==> config.mk <==
export PLATFORM = sky130hd
export DESIGN_NAME = regfile_writeback_queue
export DESIGN_NICKNAME = d
export VERILOG_FILES = /design/src/rtl/regfile_writeback_queue.sv
export SDC_FILE = /design/constraint.sdc
export NUM_CORES = 1
export LEC_CHECK = 0
export BUFFER_PORTS_ARGS = -buffer_cell sky130_fd_sc_hd__buf_2
export CORE_AREA = 5 5 161 163
export CTS_BUF_LIST = sky130_fd_sc_hd__clkbuf_4
export CTS_CLUSTER_SIZE = 28
export DETAILED_ROUTE_END_ITERATION = 7
export DIE_AREA = 0 0 166 168
export GPL_TIMING_DRIVEN = 0
export PLACE_DENSITY = 0.66
export SLEW_MARGIN = 0
export SYNTH_ARGS = -nofsm -noshare
export SYNTH_HDL_FRONTEND = slang
export SYNTH_SLANG_ARGS = --single-unit
==> constraint.sdc <==
create_clock -name clk -period 4.7 [get_ports clk]
set_clock_uncertainty 0.2 [all_clocks]
set_input_delay 1.41 -clock clk [delete_from_list [all_inputs] [get_ports clk]]
set_output_delay 1.41 -clock clk [all_outputs]
set_load 0.02 [all_outputs]
==> src/rtl/regfile_writeback_queue.sv <==
// regfile_writeback_queue
//
// A small circular FIFO that sits between a result producer and a single
// register-file write port. Results are queued in arrival order and written
// back one per cycle, whenever the write port is free. While results are
// waiting, the two register-file read addresses are compared against the
// queued destinations. The newest pending value for each address is offered
// as bypass data.
//
// Parameters
//   DEPTH  number of queue entries (power of two, 2..16)
//   DW     data width
//   AW     register address width
//
// Ports
//   clk         single clock, rising edge
//   rst         synchronous active-high reset
//   in_valid    producer offers {in_reg, in_data}
//   in_ready    queue has room this cycle (count < DEPTH)
//   in_reg      destination register of the offered result
//   in_data     value of the offered result
//   wb_stall    register-file write port busy this cycle
//   RegWrite    write enable to the register file
//   write_reg   write address (head entry, 0 when empty)
//   write_data  write data (head entry, 0 when empty)
//   read_reg    the two register-file read addresses to watch
//   byp_hit     a queued write targets read_reg[i]
//   byp_data    newest queued value for read_reg[i], 0 when no hit
//   count       number of occupied entries
module regfile_writeback_queue #(
    parameter int DEPTH = 4,
    parameter int DW    = 32,
    parameter int AW    = 3
) (
    input  logic                      clk,
    input  logic                      rst,
    input  logic                      in_valid,
    output logic                      in_ready,
    input  logic [AW-1:0]             in_reg,
    input  logic [DW-1:0]             in_data,
    input  logic                      wb_stall,
    output logic                      RegWrite,
    output logic [0:0][AW-1:0]        write_reg,
    output logic [0:0][DW-1:0]        write_data,
    input  logic [1:0][AW-1:0]        read_reg,
    output logic [1:0]                byp_hit,
    output logic [1:0][DW-1:0]        byp_data,
    output logic [$clog2(DEPTH):0]    count
);

    localparam int PW = $clog2(DEPTH);
    localparam int CW = PW + 1;

    logic [AW-1:0] reg_mem  [DEPTH];
    logic [DW-1:0] data_mem [DEPTH];
    logic [PW-1:0] head;
    logic [PW-1:0] tail;
    logic [PW-1:0] idx;
    logic          push;
    logic          pop;

    // A full queue refuses new results even in a cycle where it drains.
    // The producer's handshake therefore never depends on wb_stall.
    assign in_ready = (count < CW'(DEPTH));
    assign RegWrite = (count != '0) && !wb_stall;
    assign push     = in_valid && in_ready;
    assign pop      = RegWrite;

    // The head entry is presented only while something is queued.
    // This keeps the write port quiet (all zeros) when the queue is empty.
    always_comb begin
        write_reg  = '0;
        write_data = '0;
        if (count != '0) begin
            write_reg[0]  = reg_mem[head];
            write_data[0] = data_mem[head];
        end
    end

    // Entries are walked from oldest to newest, so a later match overrides
    // an earlier one. The result is the value closest to the tail. Slots
    // beyond count are stale and are skipped.
    always_comb begin
        byp_hit  = '0;
        byp_data = '0;
        idx      = '0;
        for (int i = 0; i < 2; i++) begin
            for (int k = 0; k < DEPTH; k++) begin
                idx = head + PW'(k);
                if ((CW'(k) < count) && (reg_mem[idx] == read_reg[i])) begin
                    byp_hit[i]  = 1'b1;
                    byp_data[i] = data_mem[idx];
                end
            end
        end
    end

    // Entry storage needs no reset. Unoccupied slots are never observed,
    // because every reader qualifies them with count.
    always_ff @(posedge clk) begin
        if (push) begin
            reg_mem[tail]  <= in_reg;
            data_mem[tail] <= in_data;
        end
    end

    // Pointers wrap naturally, because DEPTH is a power of two. Reset
    // overrides any push or pop in the same cycle, so pending entries
    // are simply abandoned.
    always_ff @(posedge clk) begin
        if (rst) begin
            head  <= '0;
            tail  <= '0;
            count <= '0;
        end else begin
            if (push) begin
                tail <= tail + PW'(1);
            end
            if (pop) begin
                head <= head + PW'(1);
            end
            case ({push, pop})
                2'b10:   count <= count + CW'(1);
                2'b01:   count <= count - CW'(1);
                default: count <= count;
            endcase
        end
    end

endmodule

### Yosys cells after proc, flatten, opt, wreduce, memory -nomap -nowiden

Memory sizes are Yosys's and may differ from the RTL's. A register that Yosys moved wholly into a read port is not among the register bits.
Index checks and enable logic that the tools add are counted.

* reductions and logical operators: 13
* $lt $le $gt $ge: 5
* add/sub/neg operators: 6
* eq/ne operators: 10
* multiplexer cells: 25

Operator list (count)
* $mux 32: 9
* $eq 3x3->1: 8
* $logic_and 1x1->1: 10
* $mux 1: 10
* $mux 2: 4
* $lt 1x3->1 const A: 2
* $lt 2x3->1 const A: 2
* $pmux 3 s2: 1
* $add 2x1->2 const B: 2
* $add 2x2->2 const B: 2
* $add 3x1->3 const B: 1
* $lt 3x3->1 const B: 1
* $mux 3: 1
* $reduce_bool 3->1: 1
* $sub 3x1->3 const B: 1
* $eq 2x1->1 const B: 1
* $eq 2x2->1 const B: 1
* $reduce_bool 2->1: 1
* $logic_not 1->1: 1

* memories kept: 2
* RAM bits: 140
* output and inout port bits: 106
* bits in registers: 7

Memories
* data_mem: words 4, bits a word 32, rd ports 4, clocked after Yosys merged registers in 1, wr ports 1, RTL line 55 `logic [DW-1:0] data_mem [DEPTH];`
* reg_mem: words 4, bits a word 3, rd ports 4, clocked after Yosys merged registers in 1, wr ports 1, RTL line 54 `logic [AW-1:0] reg_mem [DEPTH];`

### Longest topological paths before layout

An unclocked memory read counts as a cell.

* word-level depth: 7
* gate-level depth with buffers: 9

### Least setup slack after synthesis

OpenSTA, ideal clock, no wires.

* path kind: input to output
* start: in read_reg[1] (netlist bit)
* end: out byp_data[10] (netlist bit)
* setup slack: 0.300 ns
* arrival: 2.790 ns
* buffers on the path: 2
* required time: 3.090 ns
* stages on the path: 6
* cells stage by stage: xnor2_1 > and4_1 > clkbuf_1 > clkbuf_1 > a211oi_2 > o21ai_1

RTL lines
* start, declared: RTL line 45 `input logic [1:0][AW-1:0] read_reg,`
* end, declared: RTL line 47 `output logic [1:0][DW-1:0] byp_data,`

==> run metrics <==
status=finished with violations; failing checks=negative setup slack; Post-synth EDFFs=140; fin crit period=4.92 ns; synth-to-layout area growth=23.0%; Pwr Density=569 nW/um^2; CP required=3.09 ns; final setup fails=64; fillers=1955; syn_area_per_cell=11.9 um^2; final antenna-violating net count=0; Placer Congestion=0.965; hold depth=2; Port Buffer Count=149; M3 GR Usage=0.0755; Storage cell area=4390 um^2; pin count of the biggest net entering global routing=24; CTS Root Cell=clkbuf_4; total CTS buffers=17; CP Capture Type=output pin; placed cells=1456; first-pass GRT wire length=60300 um; Overall Power=8150 uW; Leak=0.00471 uW; NumNets Final=1218; critical path class=flip-flop to output pin; RSZ-0062 raised after global routing=yes; Crit path depth=8; via count=10591; Fmax=0.203 GHz; cells along the critical path=buf_6 -> mux4_2 -> xor2_4 -> or4_4 -> buf_12 -> a211oi_4 -> o21ai_1 -> buf_2; r2r worst-path depth=5; # DRC=0; crit path buf inv count=3; share of cells above drive strength 1=0.499; GRT busiest layer=met2; initial antenna violation count=2; async set-reset flop share out of synthesis=0; core area=24200 um^2; Tot GR Track Use=0.278; synth warn=0; I/O pin count=151; Final Cycle Share=1.05; Synth Cell Area=11700 um^2; Final Hold Vio Count=0; vias in the first global route=10113; worst vdd ir=0.000263 V; H-tree depth=4; delay-heaviest family, CP=simple AND/OR/NAND/NOR gates; Std-Cell Rows=57; Initial Util=0.482; DRT iter0 DRCs=1565; sequential-to-total area share from yosys stat=0.376; final worst slack=-0.223 ns; detailed-routing iteration count for the pre-antenna-repair pass=6; R2R Path End=data_mem[2][13]; met1 Use GR=0.385; Worst slew margin=0.317; Synth Register Bits=149; routed len/inst=27.2 um; Core Util, Final=0.593; number of max-cap violations=0; gr ovfl total=0; Worst-path clk slew=0.14 ns; half-perimeter wire length after placement=27400 um; die width=166 um; GR Layer Usage met2=0.439; Critical-path top delay cell=or4_4; cell count after synthesis=979; WHS=0.403 ns; area of the multi-input gates=7410 um^2; worst-margin pin slew=1.02 ns; Critical Path AT=3.31 ns; WL final=40800 um; Crit Path Max Fanout=10; CTS Sinks=149; die area=27900 um^2; startpoint types=flip-flop; Netlist cell types=30; final slew viol count=0; Worst path max stage delay=0.66 ns; vias per cell=7.05; Clock Latency Late Sink=0.58 ns; CTS Buffer Depth=2; r2r startpoint=count[2]; Min-Delay Startpoint=tail[0]; Placement Setup Slack=-0.320 ns; TritonCTS clock tree=done; Hold Path End=tail[0]; Mapped Nets=1033; top_reg_cell synth=edfxtp_1; Layout Cells excl Fill=1503; hold crit path type=flip-flop to flip-flop; r2r setup slk=2.00 ns; Die Ht=168 um
[report_power, final]
group	total, uW	internal (uW)	switching [uW]
combinational	5550	2100	3450
clock	864	317	547
sequential	1730	1610	123
[timing repair]
| action | 4_1_cts | 5_1_grt |
|---|---|---|
| setup endpoints to repair | 66 | 66 |
| pin swaps | 10 | 11 |
| endpoints found under the hold margin | 0 | 0 |
| gates resized for setup | 155 | 146 |
| setup buffers | 10 | 9 |
| cloned | 1 | 1 |
| hold buffers | 0 | 0 |
[state kept, by name, indices dropped and copies added (netlist names), named ones only]
register / count
count: 3
reg_mem: 12
data_mem: 128
tail: 2
head: 2
[worst register-to-register path, cell delays in order (launching register included)]
cell      delay, ns
dfxtp_1        0.48
clkbuf_1       0.38
nor2b_1        0.19
clkbuf_1       0.26
and2_2         0.61
buf_12         0.27
[worst max path at each step]
stage                      from            to  slack (ns)
floorplan           read_reg[1]  byp_data[10]        0.30
global route            head[0]  byp_data[16]       -0.31
detailed placement  read_reg[0]  byp_data[21]       -0.32
global placement    read_reg[2]  byp_data[21]       -0.36
finish                  head[0]  byp_data[24]       -0.22
CTS                     head[0]  byp_data[15]       -0.23
[Yosys cell counts, drive strengths merged, types with 2 or more instances]
master,number,share of area
a21oi,3,0.0013
clkbuf,87,0.028
nand2,98,0.032
or3,2,0.0011
xnor2,14,0.011
o22ai,2,0.0011
mux2i,2,0.0017
nor4,129,0.069
inv,6,0.0019
buf,33,0.017
or4,3,0.0019
and4,4,0.0030
dfxtp,9,0.015
nor2,9,0.0029
and2,39,0.021
xor2,15,0.011
o21ai,161,0.069
nand4,5,0.0027
a211oi,65,0.067
mux4,139,0.27
ha,9,0.0097
nor3,2,0.00086
edfxtp,140,0.36
[metrics by stage]
step,TNS (ns),cell area [um^2]
after detailed placement,-13.30,12900
after floorplan,0,11700
final,-10.91,14300
after global placement,-14.15,12800
after global routing,-16.96,14300
after CTS,-10.95,13700
[layout by cell type (no fill, tap or decap), types with 29 or more instances in the layout]
master / n
a211oi_2: 44
nor4_2: 31
o21ai_0: 99
o21ai_1: 33
nand2_1: 98
and2_1: 35
edfxtp_1: 140
o21ai_2: 29
mux4_2: 139
clkbuf_2: 50
buf_2: 139
buf_4: 40
nor4_1: 96
[kinds of logic after synthesis]
family	after synthesis	share of synthesized area
AO/OA/AOI/OAI	232	0.139
XOR/XNOR	29	0.0218
adder cells (fa/ha/maj)	9	0.00966
buffers and inverters	126	0.0472
flip-flops	149	0.376
multiplexers	142	0.271
AND/OR/NAND/NOR	292	0.135
[metal layers]
metal,part of all wire,wire [um]
met1,0.38,15500
met2,0.46,18700
met3,0.13,5210
met4,0.035,1450
met5,0.00022,9
[cell type report]
cell class | instances | area share
multi-input cells | 704 | 0.517
flip-flops and latches | 149 | 0.306
repair buffers | 174 | 0.0771
plain buffers | 112 | 0.0504
well taps | 324 | 0.0283
clock inverters | 15 | 0.0107
clock buffers | 17 | 0.00890
inverters | 6 | 0.00157
diodes | 2 | 0.000349
Power figures use the tool's default switching activity.
